`src/rtl/pipe_decode_pkg.sv`:
```
// Shared types and default sizing for the decode stage and its register file.
package pipe_decode_pkg;

  localparam int DEF_DATA_W    = 16;
  localparam int DEF_NREGS     = 8;
  localparam int DEF_SIG_W     = 41;
  localparam int DEF_INSEL_BIT = 18;

  typedef enum logic {
    IDLE     = 1'b0,
    WAIT_IMM = 1'b1
  } state_t;

endpackage

```
`src/rtl/pipe_decode_if.sv`:
```
// Fetch-side inputs, write-back port and ID/EX outputs of the decode stage.
interface pipe_decode_if
  import pipe_decode_pkg::*;
#(
  parameter int DATA_W = DEF_DATA_W,
  parameter int ADDR_W = $clog2(DEF_NREGS),
  parameter int SIG_W  = DEF_SIG_W
);

  logic              in_valid;
  logic              imm_flag;
  logic [SIG_W-1:0]  signals_in;
  logic [ADDR_W-1:0] rsrc1;
  logic [ADDR_W-1:0] rsrc2;
  logic [ADDR_W-1:0] rdst;
  logic [DATA_W-1:0] instr_word;
  logic [DATA_W-1:0] in_port;
  logic              wb_en;
  logic [ADDR_W-1:0] wb_addr;
  logic [DATA_W-1:0] wb_data;
  logic              stall;
  logic              flush;

  logic              out_valid;
  logic [SIG_W-1:0]  signals_out;
  logic [DATA_W-1:0] read_data1;
  logic [DATA_W-1:0] read_data2;
  logic [DATA_W-1:0] imm_out;
  logic [ADDR_W-1:0] rdst_out;
  logic              busy;

  modport master (
    output in_valid, imm_flag, signals_in, rsrc1, rsrc2, rdst, instr_word,
           in_port, wb_en, wb_addr, wb_data, stall, flush,
    input  out_valid, signals_out, read_data1, read_data2, imm_out,
           rdst_out, busy
  );

  modport slave (
    input  in_valid, imm_flag, signals_in, rsrc1, rsrc2, rdst, instr_word,
           in_port, wb_en, wb_addr, wb_data, stall, flush,
    output out_valid, signals_out, read_data1, read_data2, imm_out,
           rdst_out, busy
  );

endinterface

```
`src/rtl/pipe_regfile.sv`:
```
// General-purpose register file: one write port, two write-through read ports.
module pipe_regfile #(
  parameter int DATA_W = 16,
  parameter int NREGS  = 8,
  parameter int ADDR_W = $clog2(NREGS)
) (
  input  logic              clk,
  input  logic              rst,
  input  logic              wb_en,
  input  logic [ADDR_W-1:0] wb_addr,
  input  logic [DATA_W-1:0] wb_data,
  input  logic [ADDR_W-1:0] raddr1,
  input  logic [ADDR_W-1:0] raddr2,
  output logic [DATA_W-1:0] rdata1,
  output logic [DATA_W-1:0] rdata2
);

  logic [DATA_W-1:0] regs [NREGS];

  always_ff @(posedge clk or negedge rst) begin
    if (!rst) begin
      regs <= '{default: '0};
    end else if (wb_en) begin
      regs[wb_addr] <= wb_data;
    end
  end

  // A write landing this cycle is visible to readers in the same cycle.
  assign rdata1 = (wb_en && (wb_addr == raddr1)) ? wb_data : regs[raddr1];
  assign rdata2 = (wb_en && (wb_addr == raddr2)) ? wb_data : regs[raddr2];

endmodule

```
`src/rtl/pipe_decode.sv`:
```
// Instruction decode stage: operand fetch, immediate-word pairing and the ID/EX register.
module pipe_decode
  import pipe_decode_pkg::*;
#(
  parameter int DATA_W    = DEF_DATA_W,
  parameter int NREGS     = DEF_NREGS,
  parameter int ADDR_W    = $clog2(NREGS),
  parameter int SIG_W     = DEF_SIG_W,
  parameter int INSEL_BIT = DEF_INSEL_BIT
) (
  input logic          clk,
  input logic          rst,
  pipe_decode_if.slave bus
);

  state_t state, next_state;

  logic [DATA_W-1:0] rf_rd1, rf_rd2, op1, hop1, hop2;
  logic              snoop1, snoop2;

  logic              valid_q, n_valid;
  logic [SIG_W-1:0]  sig_q, n_sig;
  logic [DATA_W-1:0] rd1_q, rd2_q, imm_q, n_rd1, n_rd2, n_imm;
  logic [ADDR_W-1:0] rdst_q, n_rdst;

  logic [SIG_W-1:0]  hsig_q, n_hsig;
  logic [ADDR_W-1:0] hsrc1_q, hsrc2_q, hrdst_q, n_hsrc1, n_hsrc2, n_hrdst;
  logic [DATA_W-1:0] hop1_q, hop2_q, n_hop1, n_hop2;

  pipe_regfile #(
    .DATA_W(DATA_W),
    .NREGS (NREGS),
    .ADDR_W(ADDR_W)
  ) u_regfile (
    .clk    (clk),
    .rst    (rst),
    .wb_en  (bus.wb_en),
    .wb_addr(bus.wb_addr),
    .wb_data(bus.wb_data),
    .raddr1 (bus.rsrc1),
    .raddr2 (bus.rsrc2),
    .rdata1 (rf_rd1),
    .rdata2 (rf_rd2)
  );

  // Held operands track write-backs to their source registers while the
  // immediate word is outstanding, so the paired instruction never sees stale data.
  always_comb begin
    op1    = bus.signals_in[INSEL_BIT] ? bus.in_port : rf_rd1;
    snoop1 = (state == WAIT_IMM) && bus.wb_en && !hsig_q[INSEL_BIT] &&
             (bus.wb_addr == hsrc1_q);
    snoop2 = (state == WAIT_IMM) && bus.wb_en && (bus.wb_addr == hsrc2_q);
    hop1   = snoop1 ? bus.wb_data : hop1_q;
    hop2   = snoop2 ? bus.wb_data : hop2_q;
  end

  always_comb begin
    next_state = state;
    n_valid    = 1'b0;
    n_sig      = '0;
    n_rd1      = '0;
    n_rd2      = '0;
    n_imm      = '0;
    n_rdst     = '0;
    n_hsig     = hsig_q;
    n_hsrc1    = hsrc1_q;
    n_hsrc2    = hsrc2_q;
    n_hrdst    = hrdst_q;
    n_hop1     = hop1;
    n_hop2     = hop2;

    if (bus.flush) begin
      next_state = IDLE;
      n_hsig     = '0;
      n_hsrc1    = '0;
      n_hsrc2    = '0;
      n_hrdst    = '0;
      n_hop1     = '0;
      n_hop2     = '0;
    end else if (bus.stall) begin
      n_valid = valid_q;
      n_sig   = sig_q;
      n_rd1   = rd1_q;
      n_rd2   = rd2_q;
      n_imm   = imm_q;
      n_rdst  = rdst_q;
    end else if (bus.in_valid) begin
      case (state)
        IDLE: begin
          if (bus.imm_flag) begin
            n_hsig     = bus.signals_in;
            n_hsrc1    = bus.rsrc1;
            n_hsrc2    = bus.rsrc2;
            n_hrdst    = bus.rdst;
            n_hop1     = op1;
            n_hop2     = rf_rd2;
            next_state = WAIT_IMM;
          end else begin
            n_valid = 1'b1;
            n_sig   = bus.signals_in;
            n_rd1   = op1;
            n_rd2   = rf_rd2;
            n_rdst  = bus.rdst;
          end
        end
        WAIT_IMM: begin
          n_valid    = 1'b1;
          n_sig      = hsig_q;
          n_rd1      = hop1;
          n_rd2      = hop2;
          n_imm      = bus.instr_word;
          n_rdst     = hrdst_q;
          next_state = IDLE;
        end
      endcase
    end
  end

  always_ff @(posedge clk or negedge rst) begin
    if (!rst) begin
      state   <= IDLE;
      valid_q <= 1'b0;
      sig_q   <= '0;
      rd1_q   <= '0;
      rd2_q   <= '0;
      imm_q   <= '0;
      rdst_q  <= '0;
      hsig_q  <= '0;
      hsrc1_q <= '0;
      hsrc2_q <= '0;
      hrdst_q <= '0;
      hop1_q  <= '0;
      hop2_q  <= '0;
    end else begin
      state   <= next_state;
      valid_q <= n_valid;
      sig_q   <= n_sig;
      rd1_q   <= n_rd1;
      rd2_q   <= n_rd2;
      imm_q   <= n_imm;
      rdst_q  <= n_rdst;
      hsig_q  <= n_hsig;
      hsrc1_q <= n_hsrc1;
      hsrc2_q <= n_hsrc2;
      hrdst_q <= n_hrdst;
      hop1_q  <= n_hop1;
      hop2_q  <= n_hop2;
    end
  end

  assign bus.out_valid   = valid_q;
  assign bus.signals_out = sig_q;
  assign bus.read_data1  = rd1_q;
  assign bus.read_data2  = rd2_q;
  assign bus.imm_out     = imm_q;
  assign bus.rdst_out    = rdst_q;
  assign bus.busy        = (state == WAIT_IMM);

endmodule

```
`src/flat_wrapper.sv`:
```
// flat-port wrapper written by rule: the top's interface ports become plain ports
module pipe_decode_flat import pipe_decode_pkg::*;
#(
  parameter int DATA_W    = DEF_DATA_W,
  parameter int NREGS     = DEF_NREGS,
  parameter int ADDR_W    = $clog2(NREGS),
  parameter int SIG_W     = DEF_SIG_W,
  parameter int INSEL_BIT = DEF_INSEL_BIT
)
  (clk, rst, bus_in_valid, bus_imm_flag, bus_signals_in, bus_rsrc1, bus_rsrc2, bus_rdst, bus_instr_word, bus_in_port, bus_wb_en, bus_wb_addr, bus_wb_data, bus_stall, bus_flush, bus_out_valid, bus_signals_out, bus_read_data1, bus_read_data2, bus_imm_out, bus_rdst_out, bus_busy);
  pipe_decode_if #(.DATA_W(DATA_W), .ADDR_W(ADDR_W), .SIG_W(SIG_W)) bus_i ();
  input logic clk;
  input logic rst;
  input wire logic [$bits(bus_i.in_valid)-1:0] bus_in_valid;
  input wire logic [$bits(bus_i.imm_flag)-1:0] bus_imm_flag;
  input wire logic [$bits(bus_i.signals_in)-1:0] bus_signals_in;
  input wire logic [$bits(bus_i.rsrc1)-1:0] bus_rsrc1;
  input wire logic [$bits(bus_i.rsrc2)-1:0] bus_rsrc2;
  input wire logic [$bits(bus_i.rdst)-1:0] bus_rdst;
  input wire logic [$bits(bus_i.instr_word)-1:0] bus_instr_word;
  input wire logic [$bits(bus_i.in_port)-1:0] bus_in_port;
  input wire logic [$bits(bus_i.wb_en)-1:0] bus_wb_en;
  input wire logic [$bits(bus_i.wb_addr)-1:0] bus_wb_addr;
  input wire logic [$bits(bus_i.wb_data)-1:0] bus_wb_data;
  input wire logic [$bits(bus_i.stall)-1:0] bus_stall;
  input wire logic [$bits(bus_i.flush)-1:0] bus_flush;
  output wire logic [$bits(bus_i.out_valid)-1:0] bus_out_valid;
  output wire logic [$bits(bus_i.signals_out)-1:0] bus_signals_out;
  output wire logic [$bits(bus_i.read_data1)-1:0] bus_read_data1;
  output wire logic [$bits(bus_i.read_data2)-1:0] bus_read_data2;
  output wire logic [$bits(bus_i.imm_out)-1:0] bus_imm_out;
  output wire logic [$bits(bus_i.rdst_out)-1:0] bus_rdst_out;
  output wire logic [$bits(bus_i.busy)-1:0] bus_busy;
  assign bus_i.in_valid = bus_in_valid;
  assign bus_i.imm_flag = bus_imm_flag;
  assign bus_i.signals_in = bus_signals_in;
  assign bus_i.rsrc1 = bus_rsrc1;
  assign bus_i.rsrc2 = bus_rsrc2;
  assign bus_i.rdst = bus_rdst;
  assign bus_i.instr_word = bus_instr_word;
  assign bus_i.in_port = bus_in_port;
  assign bus_i.wb_en = bus_wb_en;
  assign bus_i.wb_addr = bus_wb_addr;
  assign bus_i.wb_data = bus_wb_data;
  assign bus_i.stall = bus_stall;
  assign bus_i.flush = bus_flush;
  assign bus_out_valid = bus_i.out_valid;
  assign bus_signals_out = bus_i.signals_out;
  assign bus_read_data1 = bus_i.read_data1;
  assign bus_read_data2 = bus_i.read_data2;
  assign bus_imm_out = bus_i.imm_out;
  assign bus_rdst_out = bus_i.rdst_out;
  assign bus_busy = bus_i.busy;
  pipe_decode #(.DATA_W(DATA_W), .NREGS(NREGS), .ADDR_W(ADDR_W), .SIG_W(SIG_W), .INSEL_BIT(INSEL_BIT)) u_core (.clk(clk), .rst(rst), .bus(bus_i));
endmodule
```
`config.mk`:
```
export PLATFORM = sky130hd
export DESIGN_NAME = pipe_decode_flat
export DESIGN_NICKNAME = d
export VERILOG_FILES = /design/src/rtl/pipe_decode_pkg.sv /design/src/rtl/pipe_decode_if.sv /design/src/rtl/pipe_regfile.sv /design/src/rtl/pipe_decode.sv /design/src/flat_wrapper.sv
export SDC_FILE = /design/constraint.sdc
export NUM_CORES = 1
export LEC_CHECK = 0
export CORE_MARGIN = 2
export CORE_UTILIZATION = 30
export CTS_CLUSTER_SIZE = 28
export DETAILED_ROUTE_END_ITERATION = 6
export DONT_BUFFER_PORTS = 1
export HOLD_SLACK_MARGIN = 0.08
export PLACE_DENSITY = 0.43
export SYNTH_ARGS = -nofsm -noshare
export SYNTH_HDL_FRONTEND = slang
export SYNTH_HIERARCHICAL = 1
export SYNTH_SLANG_ARGS = --single-unit
```
`constraint.sdc`:
```
create_clock -name clk -period 3.1 [get_ports clk]
set_input_delay 0.155 -clock clk [delete_from_list [all_inputs] [get_ports clk]]
set_output_delay 0.155 -clock clk [all_outputs]
set_load 0.02 [all_outputs]
```
==> reports/qor.log <==
qor: critical_path.arrival 3.00 ns
qor: pwr.irDropWorstVdd 0.361 mV
qor: floorplan.placeableCoreArea 50000 µm²
qor: grt.grt_pass1_wl 68300 µm
qor: pwr.p_per_area 597 nW/µm²
qor: pwr.internal_power 8140 µW
qor: floorplan.die_h 229 µm
qor: critical_path.timing.critical_path.fanout_max 48
qor: sta.holdWs -0.684 ns
qor: cts.tritoncts yes
qor: sta.rsz_0062_raised_after_global_routing false
qor: sta.clock.fmax 387 MHz
qor: critical_path.cp-start-kind flop
qor: floorplan.floorplan.initialDensity 30.3%
qor: critical_path.timing.critical_path.max_delay_family buffers and inverters
qor: logic_synthesis.synth_cell_types 37
qor: detailed_routing.final_antenna_net_count 0
qor: grt.top_usage_layer met2
qor: grt.globalRouteMet3Util 3.52%
qor: layout.num_antenna_cells 0
qor: floorplan.dieArea 52200 µm²
qor: layout.final_cell_mix sky130_fd_sc_hd__dfrtp_1, sky130_fd_sc_hd__mux2_2, sky130_fd_sc_hd__nand2_1
qor: layout.post_route_cell_area 18000 µm²
qor: logic_synthesis.synth-edff-count 0
qor: logic_synthesis.mappedNetlistArea 15100 µm²
qor: pwr.finalPower 10800 µW
qor: logic_synthesis.synth_ff_type sky130_fd_sc_hd__dfrtp_1
qor: pwr.leakage 0.00799 µW
qor: critical_path.ff2ff_path_depth 6
qor: min_path.type_of_the_worst_min_delay_path in2async
qor: sta.finalHoldViolCount 304
qor: grt.grt_use_met2 28.5%
qor: logic_synthesis.synth_top_area_share 50.3%
qor: sta.finalCritPeriodShare 83.3%
qor: cts.htree_num_levels 2
qor: grt.grtUsageMet1 22.3%
qor: pwr.share_seq_of_total_power 44.0%
qor: flow_run.max_cap_violations 0
qor: outcome.outcome finished with violations
qor: logic_synthesis.syn-instance-count 1148
qor: place.gp_congestion 0.738
qor: grt.global_route.overflow_total 0
qor: layout.area_growth_syn_to_layout 19.2%
qor: sta.tightestPinTransition 1.07 ns
qor: layout.nNetsFinal 1319
qor: critical_path.crit_path_frequent_cell sky130_fd_sc_hd__buf_4
qor: logic_synthesis.number_of_register_bits_inferred_by_synthesis 304
qor: floorplan.die_x 229 µm
qor: detailed_routing.route.detailed.drc 0
qor: cts.cts_buffers 36
qor: critical_path.r2r_slack 0.52 ns
qor: logic_synthesis.yosys_warnings 6
qor: place.dp.final_hpwl 26200 µm
qor: detailed_routing.drt_pass1_iterations 5
qor: logic_synthesis.syn-mean-instance-area 13.2 µm²
qor: cts.clk_transition_reported_paths 0.06 ns
qor: layout.fillers 4866
qor: place.detailed_place.area 15700 µm²
qor: logic_synthesis.synth_largest_area_cell sky130_fd_sc_hd__dfrtp_1
qor: sta.report.final.slew_viol_count 0
qor: pwr.power.combinational.fraction 15.3%
qor: critical_path.crit_chain buf_4, nor3b_4, buf_4, a22oi_1, nand2_1, dlygate4sd3_1
qor: grt.via_count_of_the_first_global_routing_pass 10500
qor: sta.final.setup.tns 0 ns
qor: detailed_routing.avgViaCountPerCell 5.22
qor: cts.ctsHoldBuffers 107
qor: grt.global_route.usage.total 17.0%
qor: layout.area_of_the_multi_input_gates 7030 µm²
qor: place.port_buffers 0
qor: critical_path.cp_slowest_cell sky130_fd_sc_hd__dfrtp_2
qor: critical_path.path_depth 6
qor: layout.final_common_cell sky130_fd_sc_hd__dfrtp_1
qor: layout.seq_area 7610 µm²
qor: grt.grt_max_degree 305
qor: critical_path.cpPeakStageDelay 0.63 ns
qor: detailed_routing.routed-via-count 9971
qor: detailed_routing.routed_wirelength 44500 µm
qor: outcome.failed_checks hold timing
qor: sta.finalCriticalPeriod 2.58 ns
qor: critical_path.worstPathRequired 3.51 ns
qor: critical_path.worst-path-buf-inv 3
qor: critical_path.criticalPathCategory reg2reg
qor: sta.worst_clock_skew 0.0173 ns
qor: cts.clock_tree.buffer_depth 3
qor: logic_synthesis.post_synth_net_total 1256
qor: pwr.power_switching 2630 µW
qor: layout.layout.core_utilization 36.1%
qor: sta.maxSlewHeadroom 28.6%
qor: layout.final_layout_size_suffix_gt1_share 23.3%
qor: detailed_routing.first_iter_violations 695
qor: cts.clk_latency 0.53 ns
qor: logic_synthesis.postSynth.asyncResetShare 100%
qor: cts.cts_root_buffer sky130_fd_sc_hd__clkbuf_16
qor: pwr.power.share.clock 40.7%
qor: pwr.switching_portion_of_total_power 24.4%
qor: floorplan.std_cell_rows 82
qor: cts.cts.sink_count 304
qor: detailed_routing.drt-wirelength-per-cell 23.3 µm
qor: critical_path.critical_path.endpoint_type flop
qor: sta.setup_violating_endpoint_count_in_the_final_report 0
qor: logic_synthesis.synth.yosys.seq_area_share 50.3%
qor: floorplan.design.portCount 202
qor: logic_synthesis.ys_top_cells_by_area sky130_fd_sc_hd__dfrtp_1, sky130_fd_sc_hd__mux2_2, sky130_fd_sc_hd__mux4_1
qor: grt.antenna_violations_before_repair 4
## cell usage after synthesis, types with 10 or more instances
| cell | count |
|---|---|
| sky130_fd_sc_hd__a31oi_1 | 16 |
| sky130_fd_sc_hd__buf_2 | 26 |
| sky130_fd_sc_hd__mux2_2 | 181 |
| sky130_fd_sc_hd__o21ai_0 | 13 |
| sky130_fd_sc_hd__o41ai_1 | 16 |
| sky130_fd_sc_hd__mux4_1 | 60 |
| sky130_fd_sc_hd__o21a_1 | 16 |
| sky130_fd_sc_hd__dfrtp_1 | 304 |
| sky130_fd_sc_hd__a22oi_1 | 43 |
| sky130_fd_sc_hd__clkbuf_1 | 48 |
| sky130_fd_sc_hd__mux2_4 | 11 |
| sky130_fd_sc_hd__a22o_1 | 66 |
| sky130_fd_sc_hd__nand2_1 | 140 |
| sky130_fd_sc_hd__buf_1 | 18 |
| sky130_fd_sc_hd__buf_6 | 10 |
| sky130_fd_sc_hd__mux2i_1 | 50 |
| sky130_fd_sc_hd__nor2b_1 | 19 |
| sky130_fd_sc_hd__nor3b_1 | 17 |
| sky130_fd_sc_hd__o22ai_1 | 16 |
| sky130_fd_sc_hd__nor2_1 | 33 |
## power by group through the flow
stage               clock network, µW  registers (µW)  logic (µW)
floorplan                           0            4700        1300
global placement                    0            4800        1440
detailed placement                  0            4810        1460
CTS                              4530            4740        1660
global route                     4680            4810        1780
finish                           4380            4740        1640
## routing by layer
layer  part of all wire (%)  vias up
met5                  0.092        -
met4                    1.9        6
met3                    4.6       63
met2                     49      248
met1                     45     5202
li1                       -     4452
## path summary, 6_finish.rpt
check                                  from                          to
max                         u_core/bus.busy  u_core/bus.signals_out[38]
min                                     rst       u_core/bus.imm_out[6]
max reg2reg                 u_core/bus.busy  u_core/bus.signals_out[38]
min reg2reg                u_core/hsig_q[4]            u_core/hsig_q[4]
max in group asynchronous               rst   u_core/u_regfile/regs[34]
min in group clk               bus_rsrc2[2]            u_core/hop2_q[6]
## stage by stage
step	std cells	setup slack, ns
finish	1910	0.517
global route	1910	0.324
CTS	1910	0.503
detailed placement	1738	0.823
global placement	1738	0.880
floorplan	1148	1.11
## cells by family after synthesis
| logic type | synth area share [%] |
|---|---|
| flops | 50.3 |
| compound gates | 9.64 |
| mux | 28.9 |
| xor+xnor | 0.695 |
| buf+inv | 3.42 |
| simple gates | 7.06 |
## flip-flops by register name, indices dropped and copies added, names as in the netlist
| register | flops |
|---|---|
| u_core/u_regfile/regs | 128 |
| u_core/bus.signals_out | 41 |
| u_core/hsig_q | 41 |
| u_core/bus.imm_out | 16 |
| u_core/bus.read_data1 | 16 |
| u_core/bus.read_data2 | 16 |
| u_core/hop1_q | 16 |
| u_core/hop2_q | 16 |
| u_core/bus.rdst_out | 3 |
| u_core/hrdst_q | 3 |
| u_core/hsrc1_q | 3 |
| u_core/hsrc2_q | 3 |
| u_core/bus.busy | 1 |
| u_core/bus.out_valid | 1 |
## layout make-up
class	count	area share [%]
repair buffers	131	7.27
well taps	672	4.66
clock inverters	10	0.805
multi-input cells	738	39.0
clock buffers	55	6.07
flip-flops and latches	304	42.2
## timing repair
| item | in CTS | in global routing |
|---|---|---|
| buffers inserted | 0 | 0 |
| endpoints found under the hold margin | 608 | 304 |
| gates resized for setup | 0 | 0 |
| setup endpoints to repair | 0 | 0 |
Power figures use the tool's default switching activity.
